<file path="src/rtl/pe_operand_feeder_if.sv">
// Operand-load, job-control and PE-array handshake bundle for pe_operand_feeder.
// The slave modport is the feeder; the master modport is the loader/PE side.
interface pe_operand_feeder_if #(
    parameter int N = 4
);
    logic           ld_valid;
    logic           ld_sel;
    logic [7:0]     ld_addr;
    logic [7:0]     ld_data;
    logic           start;
    logic           pe_done;
    logic           pe_clr;
    logic           pe_ready;
    logic [N*8-1:0] a_bus;
    logic [N*8-1:0] b_bus;
    logic           busy;
    logic           job_done;
    logic           err;

    modport master (
        output ld_valid, ld_sel, ld_addr, ld_data, start, pe_done,
        input  pe_clr, pe_ready, a_bus, b_bus, busy, job_done, err
    );

    modport slave (
        input  ld_valid, ld_sel, ld_addr, ld_data, start, pe_done,
        output pe_clr, pe_ready, a_bus, b_bus, busy, job_done, err
    );
endinterface

</file>
<file path="src/rtl/pe_operand_feeder.sv">
// Stores A/B operand matrices and streams one column/row wave per PE handshake.
// All outputs registered (one cycle after the deciding edge); loads while busy are refused with err.
module pe_operand_feeder #(
    parameter int N       = 4,
    parameter int K       = 4,
    parameter int TIMEOUT = 15
) (
    input  logic              clk,
    input  logic              rst,
    pe_operand_feeder_if.slave bus
);
    localparam int DEPTH = N * K;
    localparam int AW    = (DEPTH > 1) ? $clog2(DEPTH) : 1;
    localparam int KW    = (K > 1) ? $clog2(K) : 1;
    localparam int CW    = $clog2(TIMEOUT + 1);

    typedef enum logic [2:0] {IDLE, CLEAR, ISSUE, WAIT, GAP, FINISH} state_t;

    state_t         state, state_n;
    logic [KW-1:0]  k, k_n;
    logic [CW-1:0]  cnt, cnt_n;
    logic           err_n;
    logic           wr_en;
    logic           addr_ok;
    logic [N*8-1:0] a_wave, b_wave;
    logic [7:0]     a_mem [DEPTH];
    logic [7:0]     b_mem [DEPTH];

    assign addr_ok = (int'(bus.ld_addr) < DEPTH);

    always_comb begin
        a_wave = '0;
        b_wave = '0;
        for (int i = 0; i < N; i++) begin
            a_wave[i*8 +: 8] = a_mem[AW'(i * K + int'(k))];
            b_wave[i*8 +: 8] = b_mem[AW'(int'(k) * N + i)];
        end
    end

    always_comb begin
        state_n = state;
        k_n     = k;
        cnt_n   = cnt;
        err_n   = 1'b0;
        wr_en   = 1'b0;
        case (state)
            IDLE: begin
                if (bus.ld_valid) begin
                    if (addr_ok) wr_en = 1'b1;
                    else         err_n = 1'b1;
                end
                if (bus.start) begin
                    state_n = CLEAR;
                    k_n     = '0;
                end
            end
            CLEAR:  state_n = ISSUE;
            ISSUE: begin
                state_n = WAIT;
                cnt_n   = '0;
            end
            WAIT: begin
                if (bus.pe_done) begin
                    if (k == KW'(K - 1)) begin
                        state_n = FINISH;
                    end else begin
                        state_n = GAP;
                        k_n     = k + 1'b1;
                    end
                // cnt is 0 on the cycle after pe_ready, so the err cycle lands TIMEOUT cycles after it
                end else if (cnt == CW'(TIMEOUT - 2)) begin
                    state_n = IDLE;
                    err_n   = 1'b1;
                end else begin
                    cnt_n = cnt + 1'b1;
                end
            end
            GAP:    state_n = ISSUE;
            FINISH: state_n = IDLE;
            default: state_n = IDLE;
        endcase
        if (bus.ld_valid && state != IDLE) err_n = 1'b1;
    end

    always_ff @(posedge clk) begin
        if (rst) begin
            state        <= IDLE;
            k            <= '0;
            cnt          <= '0;
            bus.pe_clr   <= 1'b0;
            bus.pe_ready <= 1'b0;
            bus.busy     <= 1'b0;
            bus.job_done <= 1'b0;
            bus.err      <= 1'b0;
            bus.a_bus    <= '0;
            bus.b_bus    <= '0;
        end else begin
            state        <= state_n;
            k            <= k_n;
            cnt          <= cnt_n;
            bus.pe_clr   <= (state_n == CLEAR);
            bus.pe_ready <= (state_n == ISSUE);
            bus.busy     <= (state_n != IDLE);
            bus.job_done <= (state_n == FINISH);
            bus.err      <= err_n;
            // wave buses only change when a new wave is issued
            if (state_n == ISSUE) begin
                bus.a_bus <= a_wave;
                bus.b_bus <= b_wave;
            end
        end
    end

    always_ff @(posedge clk) begin
        if (rst) begin
            for (int d = 0; d < DEPTH; d++) begin
                a_mem[d] <= '0;
                b_mem[d] <= '0;
            end
        end else if (wr_en) begin
            if (bus.ld_sel) b_mem[bus.ld_addr[AW-1:0]] <= bus.ld_data;
            else            a_mem[bus.ld_addr[AW-1:0]] <= bus.ld_data;
        end
    end
endmodule

</file>
<file path="src/flat_wrapper.sv">
// flat-port wrapper written by rule: the top's interface ports become plain ports
module pe_operand_feeder_flat 
#(
    parameter int N       = 4,
    parameter int K       = 4,
    parameter int TIMEOUT = 15
)
  (clk, rst, bus_ld_valid, bus_ld_sel, bus_ld_addr, bus_ld_data, bus_start, bus_pe_done, bus_pe_clr, bus_pe_ready, bus_a_bus, bus_b_bus, bus_busy, bus_job_done, bus_err);
  pe_operand_feeder_if #(.N(N)) bus_i ();
  input  logic clk;
  input  logic rst;
  input wire logic [$bits(bus_i.ld_valid)-1:0] bus_ld_valid;
  input wire logic [$bits(bus_i.ld_sel)-1:0] bus_ld_sel;
  input wire logic [$bits(bus_i.ld_addr)-1:0] bus_ld_addr;
  input wire logic [$bits(bus_i.ld_data)-1:0] bus_ld_data;
  input wire logic [$bits(bus_i.start)-1:0] bus_start;
  input wire logic [$bits(bus_i.pe_done)-1:0] bus_pe_done;
  output wire logic [$bits(bus_i.pe_clr)-1:0] bus_pe_clr;
  output wire logic [$bits(bus_i.pe_ready)-1:0] bus_pe_ready;
  output wire logic [$bits(bus_i.a_bus)-1:0] bus_a_bus;
  output wire logic [$bits(bus_i.b_bus)-1:0] bus_b_bus;
  output wire logic [$bits(bus_i.busy)-1:0] bus_busy;
  output wire logic [$bits(bus_i.job_done)-1:0] bus_job_done;
  output wire logic [$bits(bus_i.err)-1:0] bus_err;
  assign bus_i.ld_valid = bus_ld_valid;
  assign bus_i.ld_sel = bus_ld_sel;
  assign bus_i.ld_addr = bus_ld_addr;
  assign bus_i.ld_data = bus_ld_data;
  assign bus_i.start = bus_start;
  assign bus_i.pe_done = bus_pe_done;
  assign bus_pe_clr = bus_i.pe_clr;
  assign bus_pe_ready = bus_i.pe_ready;
  assign bus_a_bus = bus_i.a_bus;
  assign bus_b_bus = bus_i.b_bus;
  assign bus_busy = bus_i.busy;
  assign bus_job_done = bus_i.job_done;
  assign bus_err = bus_i.err;
  pe_operand_feeder #(.N(N), .K(K), .TIMEOUT(TIMEOUT)) u_core (.clk(clk), .rst(rst), .bus(bus_i));
endmodule
</file>
<file path="config.mk">
export PLATFORM = sky130hd
export DESIGN_NAME = pe_operand_feeder_flat
export DESIGN_NICKNAME = d
export VERILOG_FILES = /design/src/rtl/pe_operand_feeder_if.sv /design/src/rtl/pe_operand_feeder.sv /design/src/flat_wrapper.sv
export SDC_FILE = /design/constraint.sdc
export NUM_CORES = 1
export LEC_CHECK = 0
export CAP_MARGIN = 20
export CORE_MARGIN = 5
export CORE_UTILIZATION = 43
export DETAILED_ROUTE_END_ITERATION = 10
export DONT_BUFFER_PORTS = 1
export PLACE_DENSITY = 0.6
export SYNTH_ARGS = -nofsm -noshare
export SYNTH_HDL_FRONTEND = slang
export SYNTH_SLANG_ARGS = --single-unit
</file>
<file path="constraint.sdc">
create_clock -name clk -period 5.2 [get_ports clk]
set_input_delay 0.26 -clock clk [delete_from_list [all_inputs] [get_ports clk]]
set_output_delay 0.26 -clock clk [all_outputs]
set_load 0.05 [all_outputs]
</file>
==> summary.txt <==
WS Path Type - flop to flop
setup tns final - 0 ps
max-slew violations - 0
All-Layer GR Usage - 19.4%
Fin. Hold Viols - 0
htree depth - 2
Mapped Cells - 977
critical path arrival - 3190 ps
Vias/cell - 5.92
count leader, synth - edfxtp_1
clock buffer count from CTS - 36
Clock transition at path regs - 60 ps
flop and latch count out of synthesis - 334
top_reg_cell synth - edfxtp_1
I/O Pins - 91
clk buf depth - 3
WL final - 36,000 um
Synth Area per Inst - 14.5 sq um
Rel. slew slack - 30.1%
Post-Syn Area - 14,200 sq um
Critical Path, Cell by Cell - nor3_2 > nand4_1 > buf_4 > o21bai_1
chip width - 192 um
TritonCTS clock tree - yes
setup bufs post-CTS - 0
Synth top cells by count - edfxtp_1, nor3_1, and3_1
dpl hpwl - 22,400 um
Tmin final - 3050 ps
skew final - 26.1 ps
crit end category - flop
GPL Wtd Cong - 0.808
EDFF count, synth - 256
Critical-path top delay cell - o21bai_1
vias post-DR - 8,357
Hold Path Origin - bus_pe_done
delay-heaviest family, CP - simple AND/OR/NAND/NOR gates
Post-synth ARST share - 0%
status - complete, no violations
largest net degree at the start of global routing - 46
Root Buffer - clkbuf_16
Max-Cap Viols - 0
Core Footprint - 32,500 sq um
top-area cell type share of the netlist area - 54.2%
vias in the first global route - 8,537
RSZ-0062 raised after global routing - false
min-delay worst type - primary input to flop
Worst-Skew Late Latency - 530 ps
reg2reg start - u_core.state[1]
Seq/Total Area, Yosys - 65.2%
ratio of cells with drive above 1 in the final layout - 16.0%
die footprint - 36,700 sq um
Initial Utilization - 43.6%
Synth area leaders - edfxtp_1, dfxtp_1, mux4_2
Synth Net Count - 1,002
crit-path max cell delay - 720 ps
WP data required - 5340 ps
Routed WL per cell - 25.5 um
PwrDens - 384 nW/um^2
initial antenna violation count - 0
Crit. Startpoint - u_core.state[1]
PortBufs - 0
count of synthesis-stage warnings from yosys - 0
slew of the pin with the lowest slew margin - 1050 ps
final setup fails - 0
Max Clk Rate - 328 MHz
R2R Setup Slk - 2150 ps
Iteration-0 DRC Markers - 829
Final #Nets - 965
number of clock sinks - 334
Worst setup SP type - flop
Row Count - 66
area added between synthesis and finish - 11.3%
worst-case vdd ir drop - 275 uV
first-pass GRT wire length - 54,000 um
post-synth top area cell - edfxtp_1
Routed Antenna Nets - 0
Die H - 192 um
first drt pass iteration count - 5
unique cell type count in the Yosys netlist - 51
leakage power - 5.60 nW
final cell utilization of the core - 48.6%
crit path max fanout - 26
period utilization - 58.6%
DR DRC count - 0
GRT overflow - 0
WP buf/inv - 1
[state kept, by name, indices dropped and copies added, names as in the netlist]
register	flops
u_core.a_mem	128
u_core.b_mem	128
u_core.bus.a_bus	32
u_core.bus.b_bus	32
u_core.bus.busy	1
u_core.bus.err	1
u_core.bus.job_done	1
u_core.bus.pe_clr	1
u_core.bus.pe_ready	1
u_core.cnt	4
u_core.k	2
u_core.state	3
[power breakdown]
group,switching [W],internal (W)
clock network,0.00103,0.00163
logic,0.000189,0.0000937
registers,0.000161,0.00296
[area by class of cell]
type / instances / area [sq um]
diodes: 1 / 2.50
clock buffers: 56 / 1080
clock inverters: 10 / 161
fillers: 2860 / 16700
inverters: 14 / 52.6
multi-input cells: 528 / 4460
flip-flops and latches: 334 / 9250
well taps: 442 / 553
repair buffers: 26 / 233
[layout by cell type (no fill, tap or decap), drive strengths merged, types with 3 or more instances in the layout]
cell type,netlist,layout
a41o,4,4
inv,6,6
edfxtp,256,256
nor2b,3,3
nand4b,3,3
ha,3,3
mux4,64,64
o21bai,16,16
bufinv,0,4
buf,34,14
or2,4,4
and3,100,100
a22o,64,64
o21ba,3,3
a21o,12,12
dfxtp,78,78
nor3,167,167
clkinv,8,14
a21oi,3,3
or3,5,5
nand2b,16,16
nand4,4,4
nand2,13,13
o21ai,4,4
nor2,8,8
clkbuf,67,56
nand3,7,7
dlygate4sd3,0,12
nand3b,4,4
[path summary, 6_finish.rpt]
kind	endpoint	cells after the start
setup reg to reg	u_core.a_mem[6][3]	4
hold / removal	u_core.cnt[2]	3
hold reg to reg	u_core.cnt[0]	2
setup / recovery	u_core.a_mem[6][3]	4
[metrics by stage]
stage | hold slack [ps] | setup slack, ps | cells | instance area [sq um] | total power, W
global route | 69.7 | 2020 | 1410 | 15800 | 0.00626
finish | 72.6 | 2150 | 1411 | 15800 | 0.00606
floorplan | 422 | 3090 | 977 | 14200 | 0.00336
global placement | 347 | 2270 | 1331 | 14400 | 0.00344
detailed placement | 350 | 2180 | 1331 | 14400 | 0.00344
CTS | 50.3 | 2160 | 1409 | 15800 | 0.00611
[metal layers]
metal / part of all wire, % / GRT usage (%) / vias to the layer above
met5: 0 / 0 / -
met4: 2.9 / 5.91 / 0
met3: 6.9 / 3.54 / 55
met2: 48 / 31.6 / 303
met1: 42 / 26.9 / 4223
li1: - / - / 3776
[what timing repair did]
action,in CTS,in global routing
hold buffers,12,0
resized for setup,0,0
hold endpoints to repair,106,0
[kinds of logic (layout without fill, tap and decap cells)]
kind of cell | Yosys count | in the layout | synth area share, %
mux | 64 | 64 | 10.2
flops | 334 | 334 | 65.2
simple gates | 341 | 341 | 14.0
buf+inv | 115 | 106 | 3.44
xor+xnor | 1 | 1 | 0.0617
compound gates | 119 | 119 | 6.89
fa+ha+maj | 3 | 3 | 0.264
other cells | 0 | 1 | 0
[worst reg2reg max path, cell delays in order (launching register included)]
cell and delay [ps]:
dfxtp_1 490, nor3_2 410, nand4_1 590, buf_4 460
o21bai_1 730
(Power assumes the default switching activity.)
